`config.mk`:
```
export PLATFORM = sky130hd
export DESIGN_NAME = encoder8x3_serial
export DESIGN_NICKNAME = d
export VERILOG_FILES = /design/src/rtl/encoder8x3_pkg.sv /design/src/rtl/rr_pick8.sv /design/src/rtl/encoder8x3_serial.sv
export SDC_FILE = /design/constraint.sdc
export NUM_CORES = 1
export LEC_CHECK = 0
export CORE_MARGIN = 5
export CORE_UTILIZATION = 50
export CTS_CLUSTER_SIZE = 25
export DETAILED_ROUTE_END_ITERATION = 16
export GPL_TIMING_DRIVEN = 0
export PLACE_DENSITY_LB_ADDON = 0.12
export SYNTH_ARGS = -nofsm -noshare
export SYNTH_HDL_FRONTEND = slang
export SYNTH_SLANG_ARGS = --single-unit
```
`constraint.sdc`:
```
create_clock -name clk -period 4.9 [get_ports clk]
set_input_delay 0.98 -clock clk [delete_from_list [all_inputs] [get_ports clk]]
set_output_delay 0.98 -clock clk [all_outputs]
set_load 0.01 [all_outputs]
```
`src/rtl/encoder8x3_pkg.sv`:
```
// Shared sizes, state encoding and index helpers for the serial 8-to-3 encoder.
package encoder8x3_pkg;

  localparam int N_REQ = 8;
  localparam int IDX_W = 3;

  typedef enum logic {
    EMPTY = 1'b0,
    HOLD  = 1'b1
  } enc_state_t;

  function automatic logic [N_REQ-1:0] onehot3(input logic [IDX_W-1:0] idx);
    logic [N_REQ-1:0] v;
    v      = '0;
    v[idx] = 1'b1;
    return v;
  endfunction

endpackage

```
`src/rtl/rr_pick8.sv`:
```
// Combinational picker: round-robin from last+1, or fixed lowest-index priority.
module rr_pick8
  import encoder8x3_pkg::*;
(
  input  logic [N_REQ-1:0] pend,
  input  logic [IDX_W-1:0] last,
  input  logic             rr,
  output logic [IDX_W-1:0] sel,
  output logic             any
);

  logic             found;
  logic [IDX_W-1:0] idx;

  // The k=8 round-robin candidate wraps onto last itself, so it is considered only
  // after every other index.
  always_comb begin
    sel   = '0;
    found = 1'b0;
    idx   = '0;
    for (int k = 1; k <= N_REQ; k++) begin
      idx = rr ? (last + IDX_W'(k)) : IDX_W'(k - 1);
      if (!found && pend[idx]) begin
        sel   = idx;
        found = 1'b1;
      end
    end
  end

  assign any = |pend;

endmodule

```
`src/rtl/encoder8x3_serial.sv`:
```
// Sticky request capture and one-index-per-cycle serialisation over valid/ready.
//   state | meaning
//   EMPTY | no code offered, valid=0
//   HOLD  | d offered, valid=1, held until ready
module encoder8x3_serial
  import encoder8x3_pkg::*;
#(
  parameter bit RR = 1'b1
) (
  input  logic             clk,
  input  logic             rst_n,
  input  logic [N_REQ-1:0] i,
  output logic [IDX_W-1:0] d,
  output logic             valid,
  input  logic             ready,
  output logic [N_REQ-1:0] pend,
  output logic             busy
);

  enc_state_t       state_q, state_d;
  logic [IDX_W-1:0] d_q;
  logic [IDX_W-1:0] last_q;
  logic [N_REQ-1:0] pend_q, pend_d;
  logic [IDX_W-1:0] sel;
  logic             any;
  logic             load;

  rr_pick8 u_pick (
    .pend (pend_q),
    .last (last_q),
    .rr   (RR),
    .sel  (sel),
    .any  (any)
  );

  always_comb begin
    state_d = state_q;
    load    = 1'b0;
    case (state_q)
      EMPTY: begin
        if (any) begin
          load    = 1'b1;
          state_d = HOLD;
        end
      end
      HOLD: begin
        if (ready) begin
          if (any) load = 1'b1;
          else     state_d = EMPTY;
        end
      end
      default: state_d = EMPTY;
    endcase
  end

  // Set wins over clear: a request arriving as its bit is served re-arms it.
  always_comb begin
    pend_d = (pend_q & ~(load ? onehot3(sel) : '0)) | i;
  end

  always_ff @(posedge clk or negedge rst_n) begin
    if (!rst_n) begin
      state_q <= EMPTY;
      d_q     <= '0;
      last_q  <= 3'd7;
      pend_q  <= '0;
    end else begin
      state_q <= state_d;
      pend_q  <= pend_d;
      if (load) begin
        d_q    <= sel;
        last_q <= sel;
      end
    end
  end

  assign d     = d_q;
  assign valid = (state_q == HOLD);
  assign pend  = pend_q;
  assign busy  = (|pend_q) || (state_q == HOLD);

endmodule

```
Word level (Yosys, flattened, before mapping). Index checks and enable logic that the tools add are counted.

Bits in read-only memories: 0. Latch bits: 0. Logic and storage cells: 81. Output and inout port bits: 13. Bits of input ports: 11. Memory bits (writable): 0. Memories: 0. Bits in registers: 15.

$lt $le $gt $ge: 10. Muxes and demuxes: 39. Add/subtract/negate cells: 7. Divide/modulo/power cells: 0. Reduce and logical (&&, ||, !) cells: 17. Shifts and indexed selects: 0. Bitwise gates (word level): 4. Equality and inequality tests: 0. Multipliers: 0.

Operators with widths (number): less-than comparator 3 x 4 -> 1 bit, second input constant (9); binary-select mux 1 bit (select 3 bit) (8); two-way mux 3 bit (8); two-way mux 1 bit (19); adder 3 bit, second input constant (4); bitwise AND 8 bit (1); logical AND 1 bit (8); two-way mux 8 bit (1); inverter 8 bit (1); bitwise OR 8 bit (1); OR reduction 8 bit (1); zero test 1 bit (7); adder 3 x 2 -> 3 bit, second input constant (2); one-hot mux 1 bit (2 select lines) (2); adder 3 x 1 -> 3 bit, second input constant (1); demux 1 bit (select 3 bit) (1); >= comparator 3 x 1 -> 1 bit, second input constant (1); logical OR 1 bit (1); inverter 1 bit (1).

Logic depth before layout (Yosys ltp).
Word-level depth: 33. Depth in mapped cells: 13. Gate-level depth less buffers: 10.

Hierarchy. A second synthesis with hierarchy kept.

Cell total of the unflattened synthesis: 204. Area total of the unflattened synthesis: 1681.6 sq um.

By module, submodules not included: rr_pick8 (sequential area each 0.0 sq um, cells an instance 145, area an instance 1047.3 sq um, instances 1); encoder8x3_serial (sequential area each 379.1 sq um, cells an instance 59, area an instance 634.4 sq um, instances 1).

Worst setup path before layout. OpenSTA, ideal clock, no wires.

Path type: reg2reg. From: reg last_q[1]. To: reg pend_q[5] (netlist: pend[5]). Slack: 1.452 ns. Path buffers: 2. Arrival: 3.310 ns. Stages on the path, launching flop included: 13. Library setup time: 0.138 ns. Period minus slack after synthesis: 3.448 ns. Required time: 4.762 ns. Cell sequence: dfstp_2 buf_4 buf_2 inv_1 ha_1 mux2_2 mux4_2 nor3_2 and4_4 nand2_2 a221o_1 nor2b_2 a31oi_1.

Longest elaborated chain between the ends: 33. Elaborated cells on any way between the ends: 61. Those cells by class: add/sub: 7; order compare: 2; mux: 34; bitwise: 3; reduce/logical: 15.

RTL lines: start: declaration (line encoder8x3_serial.sv:22) `logic [IDX_W-1:0] last_q;`; start signal: assignment (line encoder8x3_serial.sv:72) `last_q <= sel;`; adder 3 x 1 -> 3 bit (line rr_pick8.sv:22) `idx = rr ? (last + IDX_W'(k)) : IDX_W'(k - 1);`; binary-select mux 1 bit (select 3 bit) (line rr_pick8.sv:23) `if (!found && pend[idx]) begin`; two-way mux 1 bit (not written as such) (line rr_pick8.sv:23); two-way mux 1 bit (line rr_pick8.sv:23); zero test 1 bit (line rr_pick8.sv:23); logical AND 1 bit (line rr_pick8.sv:23); two-way mux 1 bit (line rr_pick8.sv:23); zero test 1 bit (line rr_pick8.sv:23); (+18 left out); logical AND 1 bit (not written as such) (line encoder8x3_pkg.sv:15) `v[idx] = 1'b1;`; two-way mux 1 bit (not written as such) (line encoder8x3_pkg.sv:15); demux 1 bit (select 3 bit) (*) (line encoder8x3_pkg.sv:15); two-way mux 8 bit (*) (line encoder8x3_serial.sv:58) `pend_d = (pend_q & ~(load ? onehot3(sel) : '0)) | i;`; inverter 8 bit (*) (line encoder8x3_serial.sv:58); bitwise AND 8 bit (*) (line encoder8x3_serial.sv:58); bitwise OR 8 bit (*) (line encoder8x3_serial.sv:58); via pend_d[5] (line encoder8x3_serial.sv:23) `logic [N_REQ-1:0] pend_q, pend_d;`; end signal: assignment (line encoder8x3_serial.sv:69) `pend_q <= pend_d;`; end: declaration (line encoder8x3_serial.sv:23).

The timed path passes the listed nets; every way through them passes the cells marked *. The select of a mux whose other input is x is not followed. A chain may end at the register's enable or synchronous reset.

Worst setup path in the final report.
From: reg last_q[1]. To: reg pend_q[4] (netlist: pend[4]).

Same word-level chain as after synthesis.

==> results.ini <==
[detailed_routing]
wire_per_inst_um = 18.2
avgViaCountPerCell = 6.21
detail-route-antenna-nets = 0
routed_wl_mm = 4.76
vias = 1626
drc = 0
first_iter_violations = 124
first_pass_iters = 4

[sta]
finalCritPeriodShare_pct = 82.1
worst_pin_slew_ps = 663
setup_viol = 0
fin_crit_ps = 4020
rsz0062_at_grt = no
max_slew_margin_pct = 55.7
slew_violations = 0
finalHoldViolations = 0
skew_ps = 7.81
tns_ps = 0
max_freq_ghz = 0.248

[cells_and_area]
drive_gt1_share_pct = 24.1
fillers = 332
seq_area_um2 = 379
finalCoreUtilization_pct = 60.5
fin_area_um2 = 2000
multiInputGateArea_um2 = 1180
fin_nets = 230
antenna_cells = 0
syn_to_final_growth_pct = 18.7

[setup_path]
r2r-end = pend[4]
crit_type = reg2reg
critPathLaunchType = flip-flop
reg2reg_from = last_q[1]
end_kind = flip-flop
cp_max_fo = 10
worstPathRequired_ps = 5060
reg2reg_slack_ps = 880
worstPathArrival_ps = 4180
r2r_cells = 13

[clock_tree]
ctsHoldBuffers = 0
cts_tree = yes
clk_pin_slew_ps = 90
clock_sinks = 15
cts_made_buffers = 3
cts_resized = 0
cts_buffer_depth = 2
postCtsSetupBuffers = 0
clock_latency_ps = 290
htree_levels = 1
clock-root-buffer = clkbuf_4

[yosys]
ys_ff_latch = 15
netlist_instances = 189
synthDominantCellAreaShare_pct = 17.8
ys_seq_area_share_pct = 22.4
ys_async_sr_fraction_pct = 100
synth_warnings = 0
yosysUniqueCellTypes = 54
synth_nets = 202
synth.largest_area_cell = dfrtp_1
avgSynthCellArea_um2 = 8.94
synth_area_leaders = dfrtp_1, mux4_2, mux2_2
netlist_area_um2 = 1690
synth_ff_type = dfrtp_1
synth_edf_count = 0

[die]
coreArea_um2 = 3310
die_h_um = 68.1
die_width_um = 68.1
pin_count = 24
die_area_um2 = 4640
start_util_pct = 51.0
rows = 21

[pwr]
switchingPower_uw = 773
power_mw = 1.53
internal_power_uw = 758
vdd_drop_max_mv = 0.308
clock_power_share_pct = 4.7
seqPwrFrac_pct = 15.8
combPwrFrac_pct = 79.5
leakage_nw = 0.778
power.density_nw_per_um2 = 764
swShare_pct = 50.5

[min_path]
hold_class = reg2reg
min_path_cells = 2
min_to = d[2]
min-delay-start = d[2]

[placed_design]
dpl-instance-area_um2 = 1980
place_congestion = 0.919
dp_hpwl_mm = 3.69
port_buffers = 23

[job]
drv_cap = 0

[grt]
grt_max_degree = 16
grt_first_pass_wirelength_mm = 7.75
antenna_found_initial = 0
gr-total-overflow = 0
grt_pass1_vias = 1659
grt_use_total_pct = 22.6

[outcome]
status = finished, final reports clean

-- layer usage --
| layer | global-route usage [%] | wire [µm] |
|---|---|---|
| met1 | 26.5 | 1960 |
| met2 | 40.3 | 2440 |
| met3 | 2.96 | 247 |
| met4 | 10.4 | 119 |
| met5 | 0 | 0 |
-- synth_stat cells, drive strengths merged, types with 2 or more instances --
library cell	n
mux2	12
a221o	3
xnor2	2
a21oi	6
nor2	18
nor2b	2
a41oi	4
o21ai	4
or3	2
nor3b	2
xor2	3
dfrtp	12
mux2i	10
a31oi	8
buf	12
inv	13
nand3	2
mux4	9
nand2	18
o211ai	2
nor3	13
o221ai	2
ha	2
nand2b	6
nor4	2
dfstp	3
-- power groups by stage --
stage	Sequential [mW]	Clock, mW	Combinational (mW)
floorplan	0.246	0	0.874
detailed placement	0.243	0	1.20
global placement	0.240	0	1.17
CTS	0.242	0.0718	1.21
finish	0.242	0.0714	1.22
global route	0.248	0.0795	1.32
-- worst max-delay path by stage --
stage	from	to	slack [ps]	cells after the start
global route	last_q[1]	pend[4]	600	13
finish	last_q[1]	pend[4]	880	13
detailed placement	last_q[1]	pend[4]	910	13
floorplan	last_q[1]	pend[5]	1450	12
global placement	last_q[1]	pend[4]	1010	13
CTS	last_q[1]	pend[4]	900	13
-- kinds of logic after synthesis --
| family | after synthesis | share of synthesized area, % |
|---|---|---|
| multiplexers | 31 | 26.4 |
| XOR/XNOR | 5 | 3.04 |
| AO/OA/AOI/OAI | 39 | 17.3 |
| buffers and inverters | 26 | 7.41 |
| flip-flops | 15 | 22.4 |
| adder cells (fa/ha/maj) | 2 | 1.48 |
| AND/OR/NAND/NOR | 71 | 22.0 |
-- cell type report --
class	instances	area share [%]
Tap cell	46	2.87
Inverter	13	2.43
Buffer	13	3.81
Clock inverter	1	0.250
Multi-Input combinational cell	148	59.1
Clock buffer	3	1.12
Timing Repair Buffer	23	11.5
Sequential cell	15	18.9
-- sequential cells by signal, indices dropped and copies added (netlist names) --
name    flops
d           3
valid       1
last_q      3
pend        8
-- cells in the final DEF (no fill, tap or decap), types with 9 or more instances in the layout --
cell type / count
clkdlybuf4s50_1: 23
mux2i_1: 10
nor3_1: 11
mux2_2: 9
dfrtp_1: 12
mux4_2: 9
inv_1: 13
nor2_1: 17
nand2_1: 16
buf_2: 9
-- critical path, cell delays in order, from the launching register on --
cell and delay (ps):
dfstp_2 590, buf_4 210, buf_2 280, inv_1 150
ha_1 420, buf_6 180, mux2_4 320, nor3_1 340
a211oi_2 120, nor3_1 340, a41oi_1 200, a41oi_2 360
nor3b_2 260, a31oi_1 110
-- stage by stage --
stage	setup slack [ps]	instances	hold WS, ps
finish	875	262	509
detailed placement	910	258	471
global placement	1010	258	469
CTS	905	262	507
floorplan	1450	189	514
global route	604	262	547
Note: power is estimated with default switching activity, not from simulation.
